<file path="config.mk">
export PLATFORM = sky130hd
export DESIGN_NAME = matrix_mult_stream
export DESIGN_NICKNAME = d
export VERILOG_FILES = /design/src/rtl/matrix_mult_pkg.sv /design/src/rtl/matrix_mult_mac.sv /design/src/rtl/matrix_mult_stream.sv
export SDC_FILE = /design/constraint.sdc
export NUM_CORES = 2
export LEC_CHECK = 0
export CAP_MARGIN = 25
export CORE_ASPECT_RATIO = 1.25
export CORE_MARGIN = 10
export CORE_UTILIZATION = 45
export CTS_CLUSTER_SIZE = 16
export DETAILED_ROUTE_END_ITERATION = 10
export PLACE_DENSITY_LB_ADDON = 0.1
export SYNTH_ARGS = -nofsm -noshare
export SYNTH_HDL_FRONTEND = slang
export SYNTH_SLANG_ARGS = --single-unit
</file>
<file path="constraint.sdc">
create_clock -name clk -period 11.5 [get_ports clk]
set_clock_uncertainty 0.05 [all_clocks]
set_input_delay 2.3 -clock clk [delete_from_list [all_inputs] [get_ports clk]]
set_output_delay 2.3 -clock clk [all_outputs]
set_load 0.005 [all_outputs]
</file>
<file path="src/rtl/matrix_mult_pkg.sv">
// Shared types and width helpers for the streaming matrix multiplier.
// Holds the FSM state enum, a constant clog2 and the accumulator width rule.
package matrix_mult_pkg;

    typedef enum logic [1:0] {
        LOAD    = 2'd0,
        COMPUTE = 2'd1,
        DRAIN   = 2'd2
    } state_e;

    // Smallest r with 2**r >= v; usable in parameter expressions.
    function automatic int clog2(input int v);
        int r;
        r = 0;
        while ((1 << r) < v) begin
            r = r + 1;
        end
        return r;
    endfunction

    // A full-width product plus clog2(n) guard bits holds a sum of n products
    // without overflow, signed or unsigned.
    function automatic int acc_w(input int dw, input int n);
        return 2 * dw + clog2(n);
    endfunction

endpackage

</file>
<file path="src/rtl/matrix_mult_mac.sv">
// mm_mac: registered multiply-accumulate with clear-and-load on clr.
// Ports: clk, rst (async high), en, clr, a/b operands (DW), acc result (AW).
module mm_mac #(
    parameter int DW     = 16,
    parameter int AW     = 34,
    parameter int SIGNED = 0
) (
    input  logic          clk,
    input  logic          rst,
    input  logic          en,
    input  logic          clr,
    input  logic [DW-1:0] a,
    input  logic [DW-1:0] b,
    output logic [AW-1:0] acc
);

    logic          sa;
    logic          sb;
    logic [2*DW-1:0] prod;
    logic [AW-1:0] ext;
    logic [AW-1:0] acc_d;
    logic [AW-1:0] acc_q;

    // Operands are pre-extended to 2*DW so one unsigned multiplier serves both
    // modes: the low 2*DW bits of the product are exact in either case.
    always_comb begin
        sa   = (SIGNED != 0) && a[DW-1];
        sb   = (SIGNED != 0) && b[DW-1];
        prod = {{DW{sa}}, a} * {{DW{sb}}, b};
        ext  = {{(AW-2*DW){(SIGNED != 0) && prod[2*DW-1]}}, prod};
    end

    always_comb begin
        acc_d = acc_q;
        if (en) begin
            acc_d = clr ? ext : acc_q + ext;
        end
    end

    always_ff @(posedge clk or posedge rst) begin
        if (rst) begin
            acc_q <= '0;
        end else begin
            acc_q <= acc_d;
        end
    end

    assign acc = acc_q;

endmodule

</file>
<file path="src/rtl/matrix_mult_stream.sv">
// matrix_mult_stream: N x N matrix multiply C = A x B over valid/ready streams.
// Ports: clk, rst, in_valid/in_ready/in_a/in_b (load), out_valid/out_ready/
// out_c/out_last (drain), busy (not in LOAD).
module matrix_mult_stream
    import matrix_mult_pkg::*;
#(
    parameter int N      = 4,
    parameter int DW     = 16,
    parameter int SIGNED = 0,
    localparam int AW    = acc_w(DW, N)
) (
    input  logic          clk,
    input  logic          rst,
    input  logic          in_valid,
    output logic          in_ready,
    input  logic [DW-1:0] in_a,
    input  logic [DW-1:0] in_b,
    output logic          out_valid,
    input  logic          out_ready,
    output logic [AW-1:0] out_c,
    output logic          out_last,
    output logic          busy
);

    localparam int NN = N * N;
    localparam int IW = clog2(NN);
    localparam int CW = clog2(N);

    localparam logic [IW-1:0] LAST_IDX = IW'(NN - 1);
    localparam logic [CW-1:0] LAST_N   = CW'(N - 1);

    state_e state_q, state_d;

    logic [IW-1:0] idx_q, idx_d;
    logic [CW-1:0] i_q, i_d;
    logic [CW-1:0] j_q, j_d;
    logic [CW-1:0] k_q, k_d;
    logic          wr_q, wr_d;
    logic [IW-1:0] widx_q, widx_d;

    logic          ab_we;
    logic          mac_en;
    logic          mac_clr;
    logic [IW-1:0] a_rd_idx;
    logic [IW-1:0] b_rd_idx;
    logic [IW-1:0] c_wr_idx;
    logic [AW-1:0] acc;

    logic [DW-1:0] a_mem_q [NN];
    logic [DW-1:0] b_mem_q [NN];
    logic [AW-1:0] c_mem_q [NN];

    always_comb begin
        a_rd_idx = IW'(i_q) * IW'(N) + IW'(k_q);
        b_rd_idx = IW'(k_q) * IW'(N) + IW'(j_q);
        c_wr_idx = IW'(i_q) * IW'(N) + IW'(j_q);
    end

    always_comb begin
        state_d   = state_q;
        idx_d     = idx_q;
        i_d       = i_q;
        j_d       = j_q;
        k_d       = k_q;
        wr_d      = 1'b0;
        widx_d    = widx_q;
        ab_we     = 1'b0;
        mac_en    = 1'b0;
        mac_clr   = 1'b0;
        in_ready  = 1'b0;
        out_valid = 1'b0;
        out_last  = 1'b0;
        unique case (state_q)
            LOAD: begin
                in_ready = 1'b1;
                if (in_valid) begin
                    ab_we = 1'b1;
                    if (idx_q == LAST_IDX) begin
                        idx_d   = '0;
                        state_d = COMPUTE;
                    end else begin
                        idx_d = idx_q + IW'(1);
                    end
                end
            end
            COMPUTE: begin
                mac_en  = 1'b1;
                mac_clr = (k_q == '0);
                if (k_q == LAST_N) begin
                    // The sum finishes in the MAC register this edge, so the
                    // C write is issued one cycle later from wr_q/widx_q.
                    k_d    = '0;
                    wr_d   = 1'b1;
                    widx_d = c_wr_idx;
                    if (j_q == LAST_N) begin
                        j_d = '0;
                        if (i_q == LAST_N) begin
                            i_d     = '0;
                            state_d = DRAIN;
                        end else begin
                            i_d = i_q + CW'(1);
                        end
                    end else begin
                        j_d = j_q + CW'(1);
                    end
                end else begin
                    k_d = k_q + CW'(1);
                end
            end
            DRAIN: begin
                out_valid = 1'b1;
                out_last  = (idx_q == LAST_IDX);
                if (out_ready) begin
                    if (idx_q == LAST_IDX) begin
                        idx_d   = '0;
                        state_d = LOAD;
                    end else begin
                        idx_d = idx_q + IW'(1);
                    end
                end
            end
            default: begin
                state_d = LOAD;
            end
        endcase
    end

    // The delayed last C write lands in the first DRAIN cycle; the drain
    // index cannot reach that entry before at least three more cycles.
    always_comb begin
        out_c = '0;
        if (state_q == DRAIN) begin
            out_c = c_mem_q[idx_q];
        end
    end

    assign busy = (state_q != LOAD);

    always_ff @(posedge clk or posedge rst) begin
        if (rst) begin
            state_q <= LOAD;
            idx_q   <= '0;
            i_q     <= '0;
            j_q     <= '0;
            k_q     <= '0;
            wr_q    <= 1'b0;
            widx_q  <= '0;
        end else begin
            state_q <= state_d;
            idx_q   <= idx_d;
            i_q     <= i_d;
            j_q     <= j_d;
            k_q     <= k_d;
            wr_q    <= wr_d;
            widx_q  <= widx_d;
        end
    end

    // Storage is never read before being rewritten after a load, so it
    // carries no reset.
    always_ff @(posedge clk) begin
        if (ab_we) begin
            a_mem_q[idx_q] <= in_a;
            b_mem_q[idx_q] <= in_b;
        end
        if (wr_q) begin
            c_mem_q[widx_q] <= acc;
        end
    end

    mm_mac #(
        .DW     (DW),
        .AW     (AW),
        .SIGNED (SIGNED)
    ) u_mac (
        .clk (clk),
        .rst (rst),
        .en  (mac_en),
        .clr (mac_clr),
        .a   (a_mem_q[a_rd_idx]),
        .b   (b_mem_q[b_rd_idx]),
        .acc (acc)
    );

endmodule

</file>
=== Word level (Yosys, flattened, before mapping) ===
Memory sizes are Yosys's and may differ from the RTL's.
Cells that the tools add are included.

* Mux-type cells: 30
* $mul: 1
* Equal/unequal tests: 13
* Reduce and logical (&&, ||, !) cells: 8
* $add $sub $neg: 8

{| class="wikitable"
|+ Operator list
! operator !! count
|-
| 34-bit two-way mux || 2
|-
| 34-bit by 32-bit adder with 34-bit output || 1
|-
| 16-bit by 16-bit multiplier with 32-bit output || 1
|-
| 2-bit two-way mux || 10
|-
| 2-bit inequality test (second input constant) || 7
|-
| 1-bit two-way mux || 13
|-
| 4-bit by 2-bit adder with 4-bit output || 3
|-
| 4-bit two-way mux || 3
|-
| 2-bit == test (second input constant) || 4
|-
| 4-bit case mux with 2 select lines || 1
|-
| 7-bit AND reduction || 1
|-
| 2-bit by 1-bit adder with 2-bit output (second input constant) || 3
|-
| 2-bit case mux with 3 select lines || 1
|-
| 3-bit AND reduction || 2
|-
| 4-bit by 1-bit adder with 4-bit output (second input constant) || 1
|-
| 4-bit == test (second input constant) || 1
|-
| 2-bit zero test || 2
|-
| 2-bit nonzero test || 2
|-
| 2-bit by 1-bit == test with 1-bit output (second input constant) || 1
|-
| 2-bit AND reduction || 1
|}

* Bits in writable memories: 1,056
* Input bits: 36
* Bits in registers: 51
* Memories kept: 3
* Output and inout bits: 38

{| class="wikitable"
|+ Memory list
! memory !! words !! bits a word !! rd ports !! clocked after Yosys merged registers in !! write ports !! line !! text
|-
| c_mem_q || 16 || 34 || 1 || 0 || 1 || matrix_mult_stream.sv:51 || <nowiki>logic [AW-1:0] c_mem_q [NN];</nowiki>
|-
| a_mem_q || 16 || 16 || 1 || 0 || 1 || matrix_mult_stream.sv:49 || <nowiki>logic [DW-1:0] a_mem_q [NN];</nowiki>
|-
| b_mem_q || 16 || 16 || 1 || 0 || 1 || matrix_mult_stream.sv:50 || <nowiki>logic [DW-1:0] b_mem_q [NN];</nowiki>
|}

=== Longest topological paths before layout ===
* Depth in word-level cells: 5
* Depth in mapped cells: 41
* Depth with buffers taken out: 36

=== Hierarchy ===
From an unflattened synthesis, not the netlist that was laid out.

* Cell total of the unflattened synthesis: 3,246
* Area total of the unflattened synthesis: 52,604.2 sq um

{| class="wikitable"
|+ Modules (own cells, without submodules)
! module !! seq. area each (sq um) !! area an instance (sq um) !! cells an instance !! instances
|-
| matrix_mult_stream || 32,135.8 || 40,883.0 || 1,860 || 1
|-
| mm_mac || 850.8 || 11,721.2 || 1,386 || 1
|}

=== Worst setup path after synthesis ===
OpenSTA, ideal clock, no wires.

* Path kind: register -> register
* From: register j_q[0]
* To: register u_mac.acc_q[29], in the netlist u_mac.acc[29]
* Library setup time: 0.118 ns
* Setup slack: 2.384 ns
* Stages on the path, launching flop included: 39
* Arrival time: 8.948 ns
* Cells stage by stage: dfrtp_1 -> clkbuf_1 -> buf_2 -> buf_2 -> mux4_2 -> nor2_1 -> nor2_1 -> o21ai_1 -> clkbuf_1 -> nor2_1 -> fa_1 -> inv_1 -> fa_1 -> fa_1 -> inv_1 -> fa_1 -> fa_1 -> inv_1 -> (+3 left out) -> buf_2 -> and4_1 -> nor2b_1 -> a211oi_1 -> a31oi_1 -> a31o_2 -> a31oi_1 -> xnor2_1 -> ha_1 -> inv_1 -> o21bai_1 -> a21o_1 -> nand2b_1 -> o31ai_4 -> a21boi_1 -> or3_1 -> a41o_1 -> a21o_1

* Cells in the longest elaborated chain, start to end: 5

{| class="wikitable"
|+ Ends and longest elaborated chain
! what !! line !! text
|-
| start: declaration || matrix_mult_stream.sv:36 || <nowiki>logic [CW-1:0] j_q, j_d;</nowiki>
|-
| start signal: assignment || matrix_mult_stream.sv:152 || <nowiki>j_q <= j_d;</nowiki>
|-
| 4-bit by 2-bit adder with 4-bit output (*) || matrix_mult_stream.sv:55 || <nowiki>b_rd_idx = IW'(k_q) * IW'(N) + IW'(j_q);</nowiki>
|-
| memory read 16 x 16 bit (*) || n/a ||
|-
| 16-bit by 16-bit multiplier with 32-bit output (*) || matrix_mult_mac.sv:29 || <nowiki>prod = {{DW{sa}}, a} * {{DW{sb}}, b};</nowiki>
|-
| 34-bit by 32-bit adder with 34-bit output || matrix_mult_mac.sv:36 || <nowiki>acc_d = clr ? ext : acc_q + ext;</nowiki>
|-
| 34-bit two-way mux (*) || matrix_mult_mac.sv:36 ||
|-
| end signal: assignment || matrix_mult_mac.sv:42 || <nowiki>acc_q <= '0;</nowiki>
|-
| end signal: assignment || matrix_mult_mac.sv:44 || <nowiki>acc_q <= acc_d;</nowiki>
|-
| end: declaration || matrix_mult_mac.sv:22 || <nowiki>logic [AW-1:0] acc_q;</nowiki>
|}

Mark *: on every way between the ends. The rest lies on a longest branch, timed or not.
A chain may end at the register's enable or synchronous reset.

=== Worst setup path in the final report ===
* From: register j_q[0]
* To: register u_mac.acc_q[32], in the netlist u_mac.acc[32]

* Cells in the longest elaborated chain, start to end: 5

{| class="wikitable"
|+ Ends and longest elaborated chain
! what !! line
|-
| 4-bit by 2-bit adder with 4-bit output || matrix_mult_stream.sv:55
|-
| memory read 16 x 16 bit || n/a
|-
| 16-bit by 16-bit multiplier with 32-bit output || matrix_mult_mac.sv:29
|-
| 34-bit by 32-bit adder with 34-bit output || matrix_mult_mac.sv:36
|-
| 34-bit two-way mux || matrix_mult_mac.sv:36
|}

Every way passes these cells.

==> impl_results.html <==
<table>
<tr><th>Metric</th><th>Value</th></tr>
<tr><th colspan="2">Run status</th></tr>
<tr><td>Run status</td><td>completed</td></tr>
<tr><th colspan="2">Drt</th></tr>
<tr><td>Detailed-route via count</td><td>between 20000 and 30000</td></tr>
<tr><td>Final ANT Viol Nets</td><td>0</td></tr>
<tr><td>Routed length per placed instance</td><td>approximately 26 um</td></tr>
<tr><td>Initial detailed-routing violation count</td><td>between 2000 and 2500</td></tr>
<tr><td>First-pass DRT Iterations</td><td>5</td></tr>
<tr><td>Post-DR vias/cell</td><td>~5.6</td></tr>
<tr><td>Post-detailed-route DRC marker count</td><td>0</td></tr>
<tr><td>Wire length after detailed routing</td><td>124200 um</td></tr>
<tr><th colspan="2">Worst setup path</th></tr>
<tr><td>Largest fanout on the critical path</td><td>40</td></tr>
<tr><td>CP Data Required Time</td><td>about 12000 ps</td></tr>
<tr><td>Kind of critical path</td><td>flip-flop to flip-flop</td></tr>
<tr><td>Highest-delay cell along the critical path</td><td>dfrtp_4</td></tr>
<tr><td>Signal arrival time at the worst endpoint</td><td>between 10000 and 15000 ps</td></tr>
<tr><td>Most frequent cell on the critical path</td><td>fa_1</td></tr>
<tr><td>Critical Path Start Type</td><td>flip-flop</td></tr>
<tr><td>Largest stage delay on the critical path</td><td>~820 ps</td></tr>
<tr><td>Kind of capture point of the worst setup path</td><td>flip-flop</td></tr>
<tr><th colspan="2">Global routing</th></tr>
<tr><td>Via count of the first global-routing pass</td><td>slightly below 30000</td></tr>
<tr><td>Number of antenna violations at the first check in global routing</td><td>4</td></tr>
<tr><td>Tot GR Track Use</td><td>19.25%</td></tr>
<tr><td>Overall overflow remaining after global route</td><td>0</td></tr>
<tr><td>Global-route wire length before repair</td><td>between 150000 and 200000 um</td></tr>
<tr><td>Largest net degree at the start of global routing</td><td>between 70 and 80</td></tr>
<tr><th colspan="2">CTS</th></tr>
<tr><td>Cell at the root of the clock tree</td><td>clkbuf_16</td></tr>
<tr><td>Post-CTS Resized</td><td>0</td></tr>
<tr><td>Clock buffer depth</td><td>3</td></tr>
<tr><td>Clock tree from TritonCTS</td><td>yes</td></tr>
<tr><td>Clock transition at path regs</td><td>~60 ps</td></tr>
<tr><td>Insertion delay to the later sink of the worst-skew pair</td><td>730 ps</td></tr>
<tr><td>Number of setup buffers added after CTS</td><td>0</td></tr>
<tr><td>H-tree Lvls</td><td>3</td></tr>
<tr><td>Count of hold buffers inserted by post-cts repair</td><td>0</td></tr>
<tr><td>Clock Sink Count</td><td>1107</td></tr>
<tr><td>Clock buffer count from CTS</td><td>between 100 and 150</td></tr>
<tr><th colspan="2">Die</th></tr>
<tr><td>Floorplan Core Area</td><td>116300 um2</td></tr>
<tr><td>I/O Pins</td><td>74</td></tr>
<tr><td>Die extent in x</td><td>about 330 um</td></tr>
<tr><td>Die outline area</td><td>130900 um2</td></tr>
<tr><td>Row Count</td><td>140</td></tr>
<tr><td>Y dimension of the die</td><td>approximately 400 um</td></tr>
<tr><td>Initial Utilization</td><td>45.16%</td></tr>
<tr><th colspan="2">Timing</th></tr>
<tr><td>Post-route minimum period</td><td>10110 ps</td></tr>
<tr><td>Slew headroom</td><td>33.17%</td></tr>
<tr><td>Max Clk Rate</td><td>between 0.09 and 0.1 GHz</td></tr>
<tr><td>Number of endpoints failing setup at the final stage</td><td>0</td></tr>
<tr><td>Worst hold slack</td><td>roughly 540 ps</td></tr>
<tr><td>Hold violation total from the final report</td><td>0</td></tr>
<tr><td>Actual slew at the worst max-slew pin</td><td>1002 ps</td></tr>
<tr><td>RSZ-0062 raised after global routing</td><td>false</td></tr>
<tr><td>Period utilisation layout</td><td>between 80 and 90%</td></tr>
<tr><td>Number of pins with negative max-slew slack in the final report</td><td>0</td></tr>
<tr><td>Summed negative setup slack over all endpoints</td><td>0 ps</td></tr>
<tr><th colspan="2">Run</th></tr>
<tr><td>Number of maximum-capacitance constraint violations</td><td>0</td></tr>
<tr><th colspan="2">Synthesis</th></tr>
<tr><td>Synthesis warning total</td><td>0</td></tr>
<tr><td>Total of flip-flops plus latches after synthesis</td><td>roughly 1100</td></tr>
<tr><td>Xor and xnor fraction of the mapped netlist area</td><td>less than 1%</td></tr>
<tr><td>Distinct cell type count of the synthesized netlist</td><td>between 70 and 80</td></tr>
<tr><td>Synth Cell Area</td><td>52530 um2</td></tr>
<tr><td>Post-synthesis simple-gate area fraction</td><td>4.979%</td></tr>
<tr><td>Fraction of registers with async set or reset after synthesis</td><td>4.607%</td></tr>
<tr><td>Number of nets produced by synthesis</td><td>~3500</td></tr>
<tr><td>Share of the synthesized area in compound gates (AO/OA/AOI/OAI)</td><td>3.359%</td></tr>
<tr><td>Post-synth EDFFs</td><td>1056</td></tr>
<tr><td>Post-synthesis cell count</td><td>between 3000 and 4000</td></tr>
<tr><td>Multiplexer area fraction after synthesis</td><td>around 14%</td></tr>
<tr><td>Mapped Avg Cell Area</td><td>~17 um2</td></tr>
<tr><td>Fraction of the yosys area taken by sequential cells</td><td>a little over three fifths</td></tr>
<tr><td>Combinational family with the most area after synthesis</td><td>multiplexers</td></tr>
<tr><td>Most used flip-flop cell after synthesis</td><td>edfxtp_1</td></tr>
<tr><td>Post-Synth Adder-Cell Area</td><td>10.91%</td></tr>
<tr><th colspan="2">Placed design</th></tr>
<tr><td>Count of buffers from port buffering</td><td>73</td></tr>
<tr><td>DPL Wire Length</td><td>between 70000 and 80000 um</td></tr>
<tr><td>Gp weighted congestion</td><td>0.9115</td></tr>
<tr><td>Post-Place Cell Area</td><td>55420 um2</td></tr>
<tr><th colspan="2">Layout</th></tr>
<tr><td>Share of final-layout standard cells stronger than drive strength 1</td><td>~19%</td></tr>
<tr><td>Design area</td><td>58770 um2</td></tr>
<tr><td>Area growth from synthesis to layout</td><td>11.89%</td></tr>
<tr><td>Most common cell after layout, fill and taps aside</td><td>edfxtp_1</td></tr>
<tr><td>Net count, final</td><td>3578</td></tr>
<tr><td>Commonest cells after routing, fill and taps aside</td><td>1056 x edfxtp_1, 317 x mux4_2, 279 x inv_1</td></tr>
<tr><th colspan="2">Worst hold path</th></tr>
<tr><td>Class of the tightest hold or removal check</td><td>flip-flop to flip-flop</td></tr>
</table>
-- Yosys cell counts (4+ instances only) --
cell / number / area (um2)
or2_2: 4 / 25.02
o21bai_1: 6 / 45.04
mux4_2: 317 / 7139
buf_1: 20 / 75.07
buf_2: 21 / 105.1
a211oi_1: 12 / 90.09
nand2b_1: 17 / 106.4
nand3_1: 30 / 150.1
and3_1: 5 / 31.28
o21ai_1: 15 / 75.07
inv_1: 280 / 1051
clkbuf_1: 80 / 300.3
dfrtp_1: 51 / 1276
nor2b_1: 18 / 112.6
a31oi_1: 11 / 68.82
o21a_1: 17 / 127.6
mux2i_1: 12 / 120.1
o21ai_0: 50 / 250.2
or3_1: 7 / 43.79
a211o_1: 6 / 52.55
nand2_1: 218 / 818.3
ha_1: 146 / 1827
buf_4: 6 / 45.04
edfxtp_1: 1056 / 31710
xnor2_1: 30 / 262.8
a31o_2: 4 / 35.03
nor2_1: 162 / 608.1
nand4_1: 5 / 31.28
a21o_1: 25 / 187.7
mux2_2: 14 / 157.7
a21oi_1: 67 / 335.3
xor2_1: 17 / 148.9
fa_1: 195 / 3904
nor3_1: 26 / 130.1
and2_1: 69 / 431.7
-- worst max-delay path: cells and delay by family (launching register included) --
kind | cells | cell delay, ps
buffers and inverters | 5 | 610
adders and majority gates | 8 | 3630
and+or+nand+nor | 4 | 750
AOI/OAI and AO/OA | 11 | 2630
xor gates and xnor gates | 1 | 180
DFF | 1 | 820
muxes | 2 | 1270
-- cell families after synthesis --
logic type | after synthesis
DFF | 1107
buffers and inverters | 411
muxes | 343
and+or+nand+nor | 576
AOI/OAI and AO/OA | 261
xor gates and xnor gates | 47
adders and majority gates | 341
-- metal layers --
metal,vias up,wire length [um],global-route usage [%]
met1,14390,51140,24.79
met3,190,5132,2.375
met5,-,20,0
met2,687,64790,33.88
li1,11901,-,-
met4,2,3092,5.815
-- through the flow --
step	util (%)	std cells	setup slack [ps]
after floorplan	-	3086	2384
after global placement	47.65	4653	1536
after detailed placement	47.65	4653	1377
after CTS	50.50	4852	1365
after global routing	50.53	4854	679.8
final	50.53	4854	1389
-- flip-flops by register name, indices dropped and copies added, names as in the netlist --
register and count:
state_q 2, c_mem_q 544, widx_q 4, j_q 2, b_mem_q 256, u_mac.acc 34, idx_q 4, k_q 2
i_q 2, wr_q 1, a_mem_q 256
-- layout make-up --
| cell class | instances | area [um2] |
|---|---|---|
| diodes | 1 | 2.502 |
| clock buffers | 129 | 2781 |
| clock inverters | 70 | 541.8 |
| fillers | 9734 | 57540 |
| inverters | 282 | 1059 |
| multi-input cells | 1568 | 18150 |
| flip-flops and latches | 1107 | 33010 |
| well taps | 1562 | 1954 |
| repair buffers | 135 | 1266 |
-- path summary, 6_finish.rpt --
check / startpoint / endpoint / slack (ps) / depth (start not counted)
setup / recovery: j_q[0]$_DFFE_PP0P_ / u_mac.acc[32]$_DFFE_PP0P_ / 1390 / 31
hold / removal: state_q[1]$_DFFE_PP0P_ / state_q[0]$_DFFE_PP0P_ / 540 / 2
setup reg to reg: j_q[0]$_DFFE_PP0P_ / u_mac.acc[32]$_DFFE_PP0P_ / 1390 / 31
hold reg to reg: state_q[1]$_DFFE_PP0P_ / state_q[0]$_DFFE_PP0P_ / 540 / 2
max in group asynchronous: rst / j_q[0]$_DFFE_PP0P_ / 8820 / 3
min in group asynchronous: rst / idx_q[2]$_DFFE_PP0P_ / 2030 / 3
Power is left out: the tool's default activity adds up to more than one toggle a clock period on the data nets, which glitch-free logic cannot reach.
